File: config.mk
export PLATFORM = sky130hd
export DESIGN_NAME = throttle_ctrl
export DESIGN_NICKNAME = d
export VERILOG_FILES = /design/src/rtl/throttle_ctrl.sv
export SDC_FILE = /design/constraint.sdc
export NUM_CORES = 1
export LEC_CHECK = 0
export ABC_AREA = 1
export CORE_MARGIN = 3
export CORE_UTILIZATION = 44
export DETAILED_ROUTE_END_ITERATION = 6
export GPL_ROUTABILITY_DRIVEN = 0
export PLACE_DENSITY_LB_ADDON = 0.2
export SLEW_MARGIN = 20
export SYNTH_ARGS = -nofsm -noshare
export SYNTH_HDL_FRONTEND = slang
export SYNTH_SLANG_ARGS = --single-unit
File: constraint.sdc
create_clock -name CLK_50 -period 3.03 [get_ports CLK_50]
set_clock_uncertainty 0.1 [all_clocks]
set_input_delay 0.606 -clock CLK_50 [delete_from_list [all_inputs] [get_ports CLK_50]]
set_output_delay 0.606 -clock CLK_50 [all_outputs]
set_load 0.005 [all_outputs]
File: src/rtl/throttle_ctrl.sv
// Push-button speed throttle: debounced up/down buttons step a level with
// hold-to-repeat, and the level selects the half-period of a divided clock.
module throttle_ctrl #(
    parameter int DB_DEPTH    = 8,
    parameter int LEVELS      = 6,
    parameter int LVL_W       = 3,
    parameter int RESET_LEVEL = 0,
    parameter int BASE_HALF   = 2,
    parameter int DIV_W       = 24,
    parameter int REPEAT_DLY  = 25000000,
    parameter int REPEAT_RATE = 5000000,
    parameter int RPT_W       = 25
) (
    input  logic             CLK_50,
    input  logic             reset,
    input  logic             pb_freq_up,
    input  logic             pb_freq_dn,
    output logic             slow_clk,
    output logic             tick,
    output logic [LVL_W-1:0] freq_num,
    output logic             at_min,
    output logic             at_max
);

    localparam logic [LVL_W-1:0] MAX_LVL   = LVL_W'(LEVELS - 1);
    localparam logic [LVL_W-1:0] RST_LVL   = LVL_W'(RESET_LEVEL);
    localparam logic [DIV_W-1:0] BASE      = DIV_W'(BASE_HALF);
    localparam logic [DIV_W-1:0] RST_HALF  = BASE << (LEVELS - 1 - RESET_LEVEL);
    localparam logic [RPT_W-1:0] DLY_LOAD  = RPT_W'(REPEAT_DLY - 1);
    localparam logic [RPT_W-1:0] RATE_LOAD = RPT_W'(REPEAT_RATE - 1);

    typedef enum logic [1:0] {
        IDLE,
        HOLD,
        RPT
    } state_t;

    // Button index 0 is up, 1 is down.
    logic [1:0]                sync1_q, sync1_d;
    logic [1:0]                sync2_q, sync2_d;
    logic [1:0][DB_DEPTH-1:0]  shift_q, shift_d;
    logic [1:0]                db_q, db_d;
    logic [1:0]                db_prev_q, db_prev_d;

    state_t                    state_q, state_d;
    logic                      dir_up_q, dir_up_d;
    logic [RPT_W-1:0]          timer_q, timer_d;
    logic [LVL_W-1:0]          level_q, level_d;

    logic [DIV_W-1:0]          cnt_q, cnt_d;
    logic [DIV_W-1:0]          half_q, half_d;
    logic                      slow_q, slow_d;
    logic                      tick_q, tick_d;

    logic                      up, dn, up_edge, dn_edge, same_dir;
    logic                      step_up, step_dn, wrap;

    always_comb begin
        sync1_d = {pb_freq_dn, pb_freq_up};
        sync2_d = sync1_q;
        shift_d = shift_q;
        db_d    = db_q;
        for (int b = 0; b < 2; b++) begin
            shift_d[b] = (shift_q[b] << 1) | DB_DEPTH'(sync2_q[b]);
            if (&shift_q[b]) begin
                db_d[b] = 1'b1;
            end else if (~|shift_q[b]) begin
                db_d[b] = 1'b0;
            end
        end
        db_prev_d = db_q;
    end

    // Edges are taken on the raw debounced button, so releasing one of two
    // held buttons exposes a level on the other without producing a step.
    assign up       = db_q[0] & ~db_q[1];
    assign dn       = db_q[1] & ~db_q[0];
    assign up_edge  = up & ~db_prev_q[0];
    assign dn_edge  = dn & ~db_prev_q[1];
    assign same_dir = dir_up_q ? up : dn;

    always_comb begin
        state_d  = state_q;
        dir_up_d = dir_up_q;
        timer_d  = timer_q;
        step_up  = 1'b0;
        step_dn  = 1'b0;
        case (state_q)
            IDLE: begin
                if (up_edge) begin
                    step_up  = 1'b1;
                    dir_up_d = 1'b1;
                    timer_d  = DLY_LOAD;
                    state_d  = HOLD;
                end else if (dn_edge) begin
                    step_dn  = 1'b1;
                    dir_up_d = 1'b0;
                    timer_d  = DLY_LOAD;
                    state_d  = HOLD;
                end
            end
            HOLD, RPT: begin
                if (!same_dir) begin
                    state_d = IDLE;
                end else if (timer_q == '0) begin
                    step_up = dir_up_q;
                    step_dn = ~dir_up_q;
                    timer_d = RATE_LOAD;
                    state_d = RPT;
                end else begin
                    timer_d = timer_q - 1'b1;
                end
            end
            default: state_d = IDLE;
        endcase
    end

    always_comb begin
        level_d = level_q;
        if (step_up && level_q != MAX_LVL) begin
            level_d = level_q + 1'b1;
        end else if (step_dn && level_q != '0) begin
            level_d = level_q - 1'b1;
        end
    end

    // The half-period is only re-latched at a wrap so a level change never
    // produces a runt or stretched phase on slow_clk.
    assign wrap = (cnt_q == half_q - 1'b1);

    always_comb begin
        cnt_d  = wrap ? '0 : cnt_q + 1'b1;
        slow_d = wrap ? ~slow_q : slow_q;
        tick_d = wrap & ~slow_q;
        half_d = wrap ? (BASE << (MAX_LVL - level_q)) : half_q;
    end

    always_ff @(posedge CLK_50 or posedge reset) begin
        if (reset) begin
            sync1_q   <= '0;
            sync2_q   <= '0;
            shift_q   <= '0;
            db_q      <= '0;
            db_prev_q <= '0;
            state_q   <= IDLE;
            dir_up_q  <= 1'b0;
            timer_q   <= '0;
            level_q   <= RST_LVL;
            cnt_q     <= '0;
            half_q    <= RST_HALF;
            slow_q    <= 1'b0;
            tick_q    <= 1'b0;
        end else begin
            sync1_q   <= sync1_d;
            sync2_q   <= sync2_d;
            shift_q   <= shift_d;
            db_q      <= db_d;
            db_prev_q <= db_prev_d;
            state_q   <= state_d;
            dir_up_q  <= dir_up_d;
            timer_q   <= timer_d;
            level_q   <= level_d;
            cnt_q     <= cnt_d;
            half_q    <= half_d;
            slow_q    <= slow_d;
            tick_q    <= tick_d;
        end
    end

    assign slow_clk = slow_q;
    assign tick     = tick_q;
    assign freq_num = level_q;
    assign at_min   = (level_q == '0);
    assign at_max   = (level_q == MAX_LVL);

endmodule

# Word level (Yosys, flattened, before mapping)
# Index checks and enable logic that the tools add are counted.
# word_totals
ff_bits	105
latch_bits	0
mem_bits_rw	0
mem_bits_ro	0
input_bits	4
output_inout_bits	7
elab_cells	91
mem_count	0
# op_classes
n_addsub	6
multipliers	0
n_div	0
n_lt_le_gt_ge	0
n_eq_ne	10
shift	1
muxes	29
bitwise	13
n_reduce_logical	17
# op_table
operator	count
2-to-1 mux 25 bit	4
one-hot mux 25 bit (2 select lines)	1
zero test 25 bit	1
subtractor 25 x 1 -> 25 bit (second input constant)	1
adder 24 x 1 -> 24 bit (second input constant)	1
== test 24 bit	1
2-to-1 mux 24 bit	1
left shift 2 x 3 -> 24 bit (first input constant)	1
subtractor 24 x 1 -> 24 bit (second input constant)	1
OR 8 x 1 -> 8 bit	2
AND reduction 8 bit	2
OR reduction 8 bit	2
2-to-1 mux 1 bit	14
!= test 3 bit (second input constant)	3
2-to-1 mux 2 bit	4
2-to-1 mux 3 bit	2
!= test 2 bit (second input constant)	3
NOT 1 bit	6
nonzero test 2 bit	3
AND 1 bit	5
one-hot mux 1 bit (2 select lines)	2
one-hot mux 2 bit (2 select lines)	1
AND reduction 2 bit	2
adder 3 x 1 -> 3 bit (second input constant)	1
other kinds (11)	12

# Logic depth before layout (Yosys ltp)
# depth
word_depth	9
depth_mapped	17
depth_no_buf	16

# Worst setup path after synthesis
# Ideal clock, no wire load.
# synth_path
path_type	flip-flop to flip-flop
startpoint	register half_q[6]
endpoint	register slow_q (netlist: slow_clk)
arrival_ns	1.945
required_time_ns	2.812
setup_slack_ns	0.867
stages_incl_launch_ff	15
path_buffers	1
synth_period_minus_slack_ns	2.163
cell_sequence	dfstp_2 inv_1 nand2_1 nor2_1 ha_1 nor2_1 nor2_1 nand3_1 nor2_1 nand3_1 nor2_4 nand3_4 buf_6 nand2_2 nand2_1
# synth_between
elab_chain_len	2
# synth_lines
element	line_no	source
start: declaration	51	logic [DIV_W-1:0] half_q, half_d;
start signal: assignment	164	half_q <= half_d;
subtractor 24 x 1 -> 24 bit	129	assign wrap = (cnt_q == half_q - 1'b1);
== test 24 bit	129	
end signal: assignment	165	slow_q <= slow_d;
end: declaration	52	logic slow_q, slow_d;
# No other way between the ends.
# A chain may end at the register's enable or synchronous reset.

# Final worst setup path
# layout_path
startpoint	register half_q[1]
endpoint	register half_q[2]
# layout_between
elab_chain_len	2
# layout_lines
element	line_no
subtractor 24 x 1 -> 24 bit	129
== test 24 bit	129
# No other way between the ends.

==> impl_metrics.ini <==
[synthesis]
yosysSeqAreaShare_pct = 43.1
synth_area_leaders = dfrtp_1, nand2_1, inv_1
synth_area_per_cell_sq_um = 7.41
synth_nets = 711
post-synth-top-count-cell = nand2_1
synth_fa_ha_area_share_pct = 2.32
synth_cell_types = 35
synth-xor-area-share_pct = 3.72
yosys_register_bits = 89
yosys_warnings = 0
synth_top_area_share_pct = 42.6
synth.cell_area_sq_um = 5170
synth-simple-area-share_pct = 36.2
synth_edf_count = 0
synthArstFlopShare_pct = 100
synth_common_cells = nand2_1, inv_1, nor2_1
syn_inst = 698
synth_compound_area_share_pct = 5.18
yosysTopAreaCell = dfrtp_1
synth_top_family_by_area = simple AND/OR/NAND/NOR gates
synth_ff_type = dfrtp_1
synth_mux_area_share_pct = 0

[timing]
min_period_ps = 2570
setup_viol = 0
rsz0062_at_grt = false
setup-tns-final_ps = 0
timing.final.ws_setup_ps = 463
slew_viol_final = 0
whs_ps = 246
finalHoldViolCount = 0
tightest_slew_ps = 530
finalCritPeriodShare_pct = 84.7
slew_headroom_pct = 64.5
fmax_ghz = 0.390

[cts]
cts_buffers = 9
ctsHoldBuffers = 0
post_cts_buffers = 0
clock_sinks = 89
clockBufferDepth = 2
post_cts_resized = 0
clk_pin_slew_ps = 60
clk_latency_ps = 340
htree_levels = 3
cts_tree = built
clockRootBuffer = clkbuf_16

[setup_path]
critPathMaxStageDelay_ps = 400
required_ps = 3150
endpoint_kind = register
slowest_stage = dfrtp_1
path_class = register to register
cp_max_fo = 24
worstPathArrival_ps = 2690
critPathLaunchType = register
critical_path.cell_chain = inv_1 -> nand3_2 -> inv_1 -> nand2_1 -> nor2_1 -> ha_1 -> nor2_1 -> nor2_1 -> nand3_1 -> nor2_1 -> nand3_1 -> nor2_4 -> nand3_4 -> nand2_1 -> nand2_1
crit_top_cell = nor2_1

[placed_design]
port_buffers = 10
place_ws_ps = 476
dpl.hpwl_mm = 8.32

[final_layout]
area_delta_synth_final_pct = 11.5
nNetsFinal = 729
num_antenna_cells = 0
drive_gt1_share_pct = 8.89
fin_util_pct = 51.6

[global_routing]
grtUsageMet1_pct = 24.2
grt_util_met3_pct = 3.59
gr-max-usage-layer = met2
grt_pass1_wl_mm = 19.8
overflow = 0
grt_use_total_pct = 18.6
antenna_found_initial = 0
grt_max_degree = 59
grt_pass1_vias = 4318
grt_use_met2_pct = 31.3

[hold_path]
min_path_type = register to register

[routing]
post_drt_wl_per_cell_um = 13.2
vias_per_cell = 5.16
route.final.wire_length_mm = 11.3
drc = 0
drt_iter0_drc = 288
vias = 4439
drt_first_pass_iters = 6
postRouteAntennaNets = 0

[floorplanning]
core_area_sq_um = 11200
die-area_sq_um = 13100
start_util_pct = 46.3
ios = 11
die_w_um = 114
die_height_um = 114
num_rows = 38

[outcome]
run_status = completed

[power]
p_leak_nw = 2.83
p_per_area_nw_per_um2 = 625
vdd_drop_max_mv = 0.441

[job]
cap_violations = 0
path summary, 6_finish.rpt:
kind	startpoint	end	slack (ps)	cells past startpoint
max	half_q[1]$_DFFE_PP0N_	half_q[2]$_DFFE_PP0N_	460	15
min	sync2_q[1]$_DFF_PP0_	shift_q[8]$_DFF_PP0_	250	0
max reg2reg	half_q[1]$_DFFE_PP0N_	half_q[2]$_DFFE_PP0N_	460	15
min reg2reg	sync2_q[1]$_DFF_PP0_	shift_q[8]$_DFF_PP0_	250	0
max in group asynchronous	reset	timer_q[5]$_DFFE_PP0P_	1940	3
min in group asynchronous	reset	shift_q[15]$_DFF_PP0_	550	3
layout make-up:
cell class	count	area, sq um
Fill cell	1044	5400
Multi-Input combinational cell	483	2450
Sequential cell	89	2230
Inverter	118	444
Clock buffer	10	239
Tap cell	140	175
Timing Repair Buffer	15	150
Clock inverter	5	80.1
power breakdown:
group          total (W)  internal (W)  switching [W]
Clock            0.00120      0.000739       0.000459
Sequential       0.00143       0.00131       0.000120
Combinational   0.000978      0.000332       0.000646
flip-flops by register name, indices dropped and copies added (netlist names):
name and cells:
timer_q 25, cnt_q 24, shift_q 16, half_q 8
freq_num 3, db_prev_d 2, db_prev_q 2, state_q 2
sync1_q 2, sync2_q 2, dir_up_q 1, slow_clk 1
tick 1
layout by cell type (no fill, tap or decap), types with 2 or more instances in the layout:
| cell type | synthesis | final |
|---|---|---|
| dfrtp_1 | 88 | 88 |
| ha_1 | 8 | 8 |
| buf_4 | 0 | 4 |
| bufinv_16 | 0 | 2 |
| a22oi_1 | 4 | 4 |
| nand3_2 | 9 | 9 |
| clkbuf_16 | 0 | 9 |
| o22ai_1 | 2 | 2 |
| nor2_1 | 98 | 98 |
| clkdlybuf4s50_1 | 0 | 10 |
| a21oi_1 | 5 | 5 |
| or2_2 | 4 | 4 |
| nor2_2 | 4 | 4 |
| clkinvlp_4 | 0 | 2 |
| nor4_1 | 7 | 7 |
| nand2_2 | 11 | 11 |
| nor3_1 | 26 | 26 |
| inv_1 | 110 | 109 |
| nand4_1 | 28 | 28 |
| clkinv_2 | 0 | 2 |
| xnor2_1 | 3 | 3 |
| xor2_1 | 19 | 19 |
| o21ai_0 | 33 | 33 |
| nand2_1 | 152 | 152 |
| nor2_4 | 4 | 4 |
| nand3_1 | 57 | 57 |
| inv_2 | 7 | 7 |
through the flow:
stage / total power [W] / cells / area (sq um)
after floorplan: 0.00208 / 698 / 5170
after global placement: 0.00239 / 845 / 5450
after detailed placement: 0.00243 / 845 / 5450
after CTS: 0.00365 / 860 / 5770
after global routing: 0.00383 / 860 / 5770
final: 0.00360 / 860 / 5770
critical path: cells and delay by family (launching register included):
kind | cells | cell delay, ps
buf+inv | 2 | 220
simple gates | 12 | 1570
fa+ha+maj | 1 | 150
flops | 1 | 400
routing by layer:
| metal | vias up | share of wire [%] |
|---|---|---|
| li1 | 2256 | - |
| met1 | 2076 | 46 |
| met2 | 88 | 49 |
| met3 | 19 | 3.4 |
| met4 | 0 | 1.8 |
| met5 | - | 0 |
cells by family after synthesis:
group | Yosys count
AO/OA/AOI/OAI | 49
XOR/XNOR | 22
adder cells (fa/ha/maj) | 9
buffers and inverters | 126
flip-flops | 89
AND/OR/NAND/NOR | 403
(Power assumes the default switching activity.)
